### src/rtl/enable_table_loader_pkg.sv
// rtl/enable_table_loader_pkg.sv - shared constants, state encoding and entry helper for the enable-table loader
package enable_table_loader_pkg;

    typedef enum logic [2:0] {
        S_IDLE,
        S_FETCH,
        S_WAIT,
        S_WRITE,
        S_DONE
    } state_t;

    localparam int BYTES_PER_CONFIG = 128;
    localparam int ENTRIES_PER_BYTE = 4;
    localparam int TABLE_ENTRIES    = 512;
    localparam int BYTE_INDEX_BITS  = 7;
    localparam int SUB_BITS         = 2;
    localparam int TABLE_ADDR_BITS  = 9;
    localparam int TV_RAM_BIT       = 1;
    localparam int TV_BUS_BIT       = 0;

    // Entry k of a store byte lives in bits [2k+1:2k]; the odd bit is the RAM enable.
    function automatic logic [1:0] entry_val(input logic [7:0] store_byte, input logic [1:0] k);
        logic [1:0] v;
        v             = '0;
        v[TV_BUS_BIT] = store_byte[{k, 1'b0}];
        v[TV_RAM_BIT] = store_byte[{k, 1'b1}];
        return v;
    endfunction

endpackage

### src/rtl/enable_table_loader_if.sv
// rtl/enable_table_loader_if.sv - configuration-store read port and enable-table write port
interface enable_table_loader_if
    import enable_table_loader_pkg::*;
#(
    parameter int CONFIG_BITS = 4
);
    logic [CONFIG_BITS+BYTE_INDEX_BITS-1:0] src_addr;
    logic                                   src_rd;
    logic [7:0]                             src_data;
    logic                                   table_we;
    logic [1:0]                             table_val;
    logic [TABLE_ADDR_BITS-1:0]             table_write_addr;

    modport master (
        output src_addr,
        output src_rd,
        input  src_data,
        output table_we,
        output table_val,
        output table_write_addr
    );

    modport slave (
        input  src_addr,
        input  src_rd,
        output src_data,
        input  table_we,
        input  table_val,
        input  table_write_addr
    );

endinterface

### src/rtl/enable_table_loader.sv
// rtl/enable_table_loader.sv - streams one 128-byte configuration into the 512-entry memory-map enable table
module enable_table_loader
    import enable_table_loader_pkg::*;
#(
    parameter int CONFIG_BITS = 4,
    parameter bit AUTOLOAD    = 1'b1
) (
    input  logic                   fpga_clk,
    input  logic                   reset,
    input  logic                   start,
    input  logic [CONFIG_BITS-1:0] config_sel,
    output logic                   busy,
    output logic                   cpu_halt,
    output logic                   done,
    enable_table_loader_if.master  bus
);

    localparam logic [BYTE_INDEX_BITS-1:0] LAST_BYTE = BYTE_INDEX_BITS'(BYTES_PER_CONFIG - 1);
    localparam logic [SUB_BITS-1:0]        LAST_SUB  = SUB_BITS'(ENTRIES_PER_BYTE - 1);

    state_t                     state;
    logic [CONFIG_BITS-1:0]     cfg;
    logic [BYTE_INDEX_BITS-1:0] byte_index;
    logic [SUB_BITS-1:0]        sub_k;
    logic [7:0]                 byte_reg;
    logic                       autoload_pending;
    logic [CONFIG_BITS-1:0]     launch_cfg;

    // The post-reset autoload always uses configuration 0, even if start is also high.
    always_comb begin
        launch_cfg = autoload_pending ? '0 : config_sel;
    end

    always_ff @(posedge fpga_clk) begin
        if (reset) begin
            state                <= S_IDLE;
            cfg                  <= '0;
            byte_index           <= '0;
            sub_k                <= '0;
            byte_reg             <= '0;
            autoload_pending     <= AUTOLOAD;
            busy                 <= 1'b0;
            cpu_halt             <= 1'b0;
            done                 <= 1'b0;
            bus.src_rd           <= 1'b0;
            bus.src_addr         <= '0;
            bus.table_we         <= 1'b0;
            bus.table_val        <= '0;
            bus.table_write_addr <= '0;
        end else begin
            bus.src_rd   <= 1'b0;
            bus.table_we <= 1'b0;
            done         <= 1'b0;
            case (state)
                S_IDLE: begin
                    if (start || autoload_pending) begin
                        cfg              <= launch_cfg;
                        byte_index       <= '0;
                        sub_k            <= '0;
                        autoload_pending <= 1'b0;
                        busy             <= 1'b1;
                        cpu_halt         <= 1'b1;
                        bus.src_rd       <= 1'b1;
                        bus.src_addr     <= {launch_cfg, {BYTE_INDEX_BITS{1'b0}}};
                        state            <= S_FETCH;
                    end
                end
                S_FETCH: begin
                    state <= S_WAIT;
                end
                S_WAIT: begin
                    // Store data is only valid now, so the first entry comes straight from it.
                    byte_reg             <= bus.src_data;
                    sub_k                <= '0;
                    bus.table_we         <= 1'b1;
                    bus.table_val        <= entry_val(bus.src_data, 2'd0);
                    bus.table_write_addr <= {byte_index, 2'd0};
                    state                <= S_WRITE;
                end
                S_WRITE: begin
                    if (sub_k == LAST_SUB) begin
                        if (byte_index == LAST_BYTE) begin
                            done  <= 1'b1;
                            state <= S_DONE;
                        end else begin
                            byte_index   <= byte_index + 7'd1;
                            bus.src_rd   <= 1'b1;
                            bus.src_addr <= {cfg, byte_index + 7'd1};
                            state        <= S_FETCH;
                        end
                    end else begin
                        sub_k                <= sub_k + 2'd1;
                        bus.table_we         <= 1'b1;
                        bus.table_val        <= entry_val(byte_reg, sub_k + 2'd1);
                        bus.table_write_addr <= {byte_index, sub_k + 2'd1};
                    end
                end
                S_DONE: begin
                    busy     <= 1'b0;
                    cpu_halt <= 1'b0;
                    state    <= S_IDLE;
                end
                default: begin
                    state <= S_IDLE;
                end
            endcase
        end
    end

endmodule
### src/flat_wrapper.sv
// flat-port wrapper written by rule: the top's interface ports become plain ports
module enable_table_loader_flat import enable_table_loader_pkg::*;
#(
    parameter int CONFIG_BITS = 4,
    parameter bit AUTOLOAD    = 1'b1
)
  (fpga_clk, reset, start, config_sel, busy, cpu_halt, done, bus_src_addr, bus_src_rd, bus_src_data, bus_table_we, bus_table_val, bus_table_write_addr);
  enable_table_loader_if #(.CONFIG_BITS(CONFIG_BITS)) bus_i ();
  input  logic fpga_clk;
  input  logic reset;
  input  logic start;
  input  logic [CONFIG_BITS-1:0] config_sel;
  output logic busy;
  output logic cpu_halt;
  output logic done;
  output wire logic [$bits(bus_i.src_addr)-1:0] bus_src_addr;
  output wire logic [$bits(bus_i.src_rd)-1:0] bus_src_rd;
  input wire logic [$bits(bus_i.src_data)-1:0] bus_src_data;
  output wire logic [$bits(bus_i.table_we)-1:0] bus_table_we;
  output wire logic [$bits(bus_i.table_val)-1:0] bus_table_val;
  output wire logic [$bits(bus_i.table_write_addr)-1:0] bus_table_write_addr;
  assign bus_src_addr = bus_i.src_addr;
  assign bus_src_rd = bus_i.src_rd;
  assign bus_i.src_data = bus_src_data;
  assign bus_table_we = bus_i.table_we;
  assign bus_table_val = bus_i.table_val;
  assign bus_table_write_addr = bus_i.table_write_addr;
  enable_table_loader #(.CONFIG_BITS(CONFIG_BITS), .AUTOLOAD(AUTOLOAD)) u_core (.fpga_clk(fpga_clk), .reset(reset), .start(start), .config_sel(config_sel), .busy(busy), .cpu_halt(cpu_halt), .done(done), .bus(bus_i));
endmodule
### config.mk
export PLATFORM = sky130hd
export DESIGN_NAME = enable_table_loader_flat
export DESIGN_NICKNAME = d
export VERILOG_FILES = /design/src/rtl/enable_table_loader_pkg.sv /design/src/rtl/enable_table_loader_if.sv /design/src/rtl/enable_table_loader.sv /design/src/flat_wrapper.sv
export SDC_FILE = /design/constraint.sdc
export NUM_CORES = 1
export LEC_CHECK = 0
export ABC_CLOCK_PERIOD_IN_PS = 4200
export CELL_PAD_IN_SITES_DETAIL_PLACEMENT = 2
export CELL_PAD_IN_SITES_GLOBAL_PLACEMENT = 2
export CORE_UTILIZATION = 30
export CTS_CLUSTER_DIAMETER = 50
export DETAILED_ROUTE_END_ITERATION = 8
export GPL_TIMING_DRIVEN = 0
export PLACE_DENSITY = 0.77
export RECOVER_POWER = 25
export SLEW_MARGIN = 20
export SYNTH_ARGS = -nofsm -noshare
export SYNTH_HDL_FRONTEND = slang
export SYNTH_SLANG_ARGS = --single-unit
### constraint.sdc
create_clock -name fpga_clk -period 4.2 [get_ports fpga_clk]
set_input_delay 1.26 -clock fpga_clk [delete_from_list [all_inputs] [get_ports fpga_clk]]
set_output_delay 1.26 -clock fpga_clk [all_outputs]
set_load 0.05 [all_outputs]
After elaboration in Yosys (flattened, before gate mapping)
Cells that the tools add are included.

cells by class
  add/sub/neg operators = 2
  order comparisons = 2
  equal/unequal tests = 10
  mux-type cells = 33
  bitwise logic cells = 2
  reductions and logical operators = 13

operator list
  operator               number
  $mux W11               3
  $pmux W11 S2           1
  $mux W7                3
  $pmux W9 S2            1
  $pmux W7 S2            1
  $pmux W3 S4            1
  $mux W3                3
  $mux W9                1
  $lt A3 B4 Y1 const B   2
  $mux W1                8
  $reduce_and A2 Y1      4
  $add A7 B1 Y7 const B  1
  $eq A7 B7 Y1 const B   1
  $eq A3 B2 Y1 const B   2
  $mux W2                3
  $pmux W1 S2            3
  $pmux W2 S3            1
  $reduce_bool A2 Y1     3
  $bmux W1 S2            2
  $mux W4                1
  $ne A2 B1 Y1 const B   2
  $ne A2 B2 Y1 const B   2
  $pmux W2 S2            1
  $reduce_and A4 Y1      1
  10 further kinds       11

storage, ports and cells
  flip-flop bits (word level) = 51
  input port bits = 15
  output and inout port bits = 27

Depth between registers and ports, before layout
  word-level depth = 5
  depth in mapped cells = 6
  gate-level depth less buffers = 5

Worst setup path after synthesis
Ideal clock, no wire load.

  kind = reg2out
  start point = reg, netlist name u_core.busy
  end point = out cpu_halt
  arrival = 0.913 ns
  required time = 2.940 ns
  setup slack = 2.027 ns
  cell stages (with the launch flop) = 2
  path buffers = 1
  path through = dfxtp_1 -> buf_4

RTL lines
  element           RTL line            text
  end: declaration  flat_wrapper.sv:14  output logic cpu_halt;

Final worst setup path
  start point = reg u_core.bus.src_addr[4]
  end point = out bus_src_addr[4]

RTL lines
  element                   RTL line                      text
  start: declaration        enable_table_loader_if.sv:15  output src_addr,
  start signal: assignment  enable_table_loader.sv:64     bus.src_addr <= {launch_cfg, {BYTE_INDEX_BITS{1'b0}}};
  start signal: assignment  enable_table_loader.sv:88     bus.src_addr <= {cfg, byte_index + 7'd1};
  end: declaration          flat_wrapper.sv:16            output wire logic [$bits(bus_i.src_addr)-1:0] bus_src_addr;

No word-level cell between the ends.

==> impl_summary.md <==
Critical path
The startpoint of the lowest-slack register-to-register path is u_core.sub_k[0]. The buffer and inverter count on the worst path is 1. Of all nets on the critical path, the largest fanout is 7.

In this run the critical register-to-register path is captured at u_core.bus.src_addr[3]. Among cell families on the critical path, the largest total delay comes from buffers and inverters. The critical-path cell with the highest stage delay is clkdlybuf4s50_1.

The worst setup slack for register-to-register paths is 2.08 ns. Data arrives at the worst endpoint at around 1.6 ns. The type of the worst setup path is register to output pin.

Traced cell by cell, the critical path runs through clkdlybuf4s50_1. The kind of start point of the critical path is a register. STA classifies the critical path endpoint as an output pin. The largest single stage delay on the critical path is around 0.86 ns. For the worst setup path, the data required time is a little under 3 ns. The number of cell instances on the worst register-to-register path is 5.

STA
The max-slew violation count is 0. Counting I/O delays and the setup requirement, the final critical path takes 2.90 ns. The highest attainable clock frequency is 344 MHz. Setup violations remaining at the end of the flow were counted as 0.

The number of endpoints with negative hold slack in the final report is 0. In the final timing run, aggregate negative setup slack is 0 ns. At the pin with the least slew margin, the transition time is 0.793 ns. On the final layout, the worst clock skew is 0.00571 ns.

In this run the tightest slew margin relative to its limit is 46.7%. The final worst-path cycle share is 69.1%. The worst slack on hold paths is 0.460 ns. Setup repair after global routing left no endpoint under its margin.

Flow run
The tool flagged a number of max-cap violations equal to 0.

Clock tree
For this design, the CTS-stage hold fixing added 0 buffers. Buffers added to address setup during post-CTS repair amount to 0. The deepest level of the CTS H-tree is 2. The number of buffers created by CTS is 5. The number of sinks on the clock net is 44. The clock-pin slew of the registers on the worst-case setup and hold paths is roughly 0.090 ns.

The number of gates given a new drive strength after cts is 0. The library cell used as clock root buffer is clkbuf_8. The clock tree from TritonCTS is done.

The clock passes through at most 2 buffers. The clock reaches the later pin of the worst-skew pair after 0.30 ns.

Synth
In the post-synthesis netlist, the cell with the most instances is dfxtp_1. Sorting the synthesized cells by area gives the leading types as dfxtp_1 45%, nand2_1 7.9%, a21oi_1 7.2%, o21ai_0 3.1%, mux4_2 2.3%. The count of synthesis-stage warnings from yosys is 0. The synthesized instance count is around 220. The main flop type after synthesis is dfxtp_1. Counting flops and latches in the post-synthesis netlist gives 44.

In this run, distinct cell masters in the synthesized netlist total 45. The synthesized design contains 0 enable-type register cells. Summing every instance area after synthesis gives 1950 sq um. After synthesis, flip-flops and latches occupy 45.2% of the total area. Averaged over all synthesized cells, the footprint is 9.06 sq um. After synthesis, the most frequently instantiated cells are 44 x dfxtp_1, 41 x nand2_1, 28 x a21oi_1. After synthesis, the share of flip-flops with an asynchronous set or reset is 0%.

The number of nets handed over by synthesis was 232. The top cell type by area accounts for 45.2% of the synthesized area. The biggest area contributor in the post-synthesis netlist is dfxtp_1.

Power and ir drop
The worst-case IR drop observed on VDD is 0.000228 V. In this run the static leakage power is approximately 0.96 nW. In this run the power density over the cells is between 300 and 400 nW/um^2. The total power of the final layout is approximately 1000 uW.

GRT
The via count of the first global-routing pass is 1805. The combined global-route utilization of all metal layers is 17.7%. The first global-routing pass estimated 9050 um of wire. The number of antenna violations at the first check in global routing is 0. The final global-route overflow total is 0. Entering global routing, the biggest net connects 14 pins.

Routing
The detail route stage leaves a number of antenna-violating nets equal to 0. The total DRC errors in the routed layout is 0. After the first detailed-routing iteration, the DRC count stood at 39. After detailed routing, the average wire length per cell comes to 16.0 um.

The first detailed-routing pass ran for 4 iterations. For this block, the via count after detailed routing is 1742. The post-detailed-route via-to-cell ratio is 5.15.

Summed over all layers, the routed wires come to approximately 5400 um.

Floorplan
From left edge to right edge, the die measures roughly 83 um. The die covers between 6000 and 7000 sq um. Pin placement for this block handled between 40 and 50 I/O pins. The chip height is 82.6 um. The area of the core is 6100 sq um.

The initialized floorplan defines 28 standard-cell rows. Once the floorplan was initialized, standard cells occupied 32.0% of the core.

Min path
The hold-critical path depth is 2. The min-delay analysis places its worst path in the category register to register. The startpoint of the most critical hold path is u_core.bus.table_val[0]. The end of the worst hold path is u_core.bus.table_val[0].

Layout
The number of antenna diodes in the final layout is 0. The net total in the final layout is 279. The register with the most flip-flops in the layout has 11 of them.

The ratio of cells with drive above 1 in the final layout is between 10% and 20%. The growth of design area from synthesis to finish is 31.3%.

Place
Once detailed placement completed, the half-perimeter wirelength came to 3990 um. The number of I/O port buffers is 40. The final weighted congestion in routability-driven placement is 0.703.

Status
The run finished with clean final reports.
## worst max-delay path by stage
stage | to | cells past startpoint | slack, ns | from
finish | bus_src_addr[4] | 1 | 1.30 | u_core.bus.src_addr[4]
global route | bus_src_addr[4] | 1 | 1.24 | u_core.bus.src_addr[4]
CTS | bus_src_addr[4] | 1 | 1.28 | u_core.bus.src_addr[4]
detailed placement | u_core.bus.src_addr[10] | 4 | 1.36 | start
global placement | u_core.bus.src_addr[8] | 4 | 1.40 | start
floorplan | cpu_halt | 1 | 2.03 | u_core.busy
## power breakdown
group          leakage, nW  switching (mW)  total (mW)  internal, mW
sequential           0.358          0.0101       0.447         0.437
clock               0.0645           0.149       0.359         0.210
combinational        0.533           0.121       0.193        0.0722
## cells in the final DEF (no fill, tap or decap), drive strengths merged, types with 2 or more instances in the layout
master          n
a21oi          29
inv             4
clkbuf         12
o211a           2
mux2i           4
nor2b           7
a211oi          4
dfxtp          44
nand3           5
and3            2
buf            10
nand2          41
nor3            9
o221ai          2
nor2            5
ha              2
mux4            2
clkdlybuf4s50  39
a2111oi         2
a21o            2
o21ai          15
o21a            3
o22ai           3
## layer usage
| layer | global-route usage [%] | part of all wire (%) | vias to the layer above |
|---|---|---|---|
| li1 | - | - | 854 |
| met1 | 22.5 | 47 | 843 |
| met2 | 30.2 | 48 | 38 |
| met3 | 3.63 | 3.8 | 7 |
| met4 | 4.66 | 1.1 | 0 |
| met5 | 0 | 0 | - |
## per-stage QoR
step	cells	worst slack, ns	utilization, %	cell area (sq um)
detailed placement	330	1.36	40.1	2440
global route	338	1.24	42.0	2560
floorplan	215	2.03	-	1950
finish	338	1.30	42.0	2560
CTS	338	1.28	42.1	2570
global placement	330	1.40	40.1	2440
## cell type report
cell class	count	area [sq um]
fillers	672	3540
multi-input cells	152	946
flip-flops and latches	44	881
repair buffers	40	400
clock buffers	7	96.3
plain buffers	15	95.1
well taps	75	93.8
clock inverters	1	30.0
inverters	4	15.0
## kinds of logic after synthesis
kind of cell	Yosys count	share of synthesized area, %
buf+inv	19	5.65
xor+xnor	1	0.450
simple gates	76	20.5
mux	6	4.37
fa+ha+maj	2	1.28
compound gates	67	22.5
flops	44	45.2
Note: power is estimated with default switching activity, not from simulation.
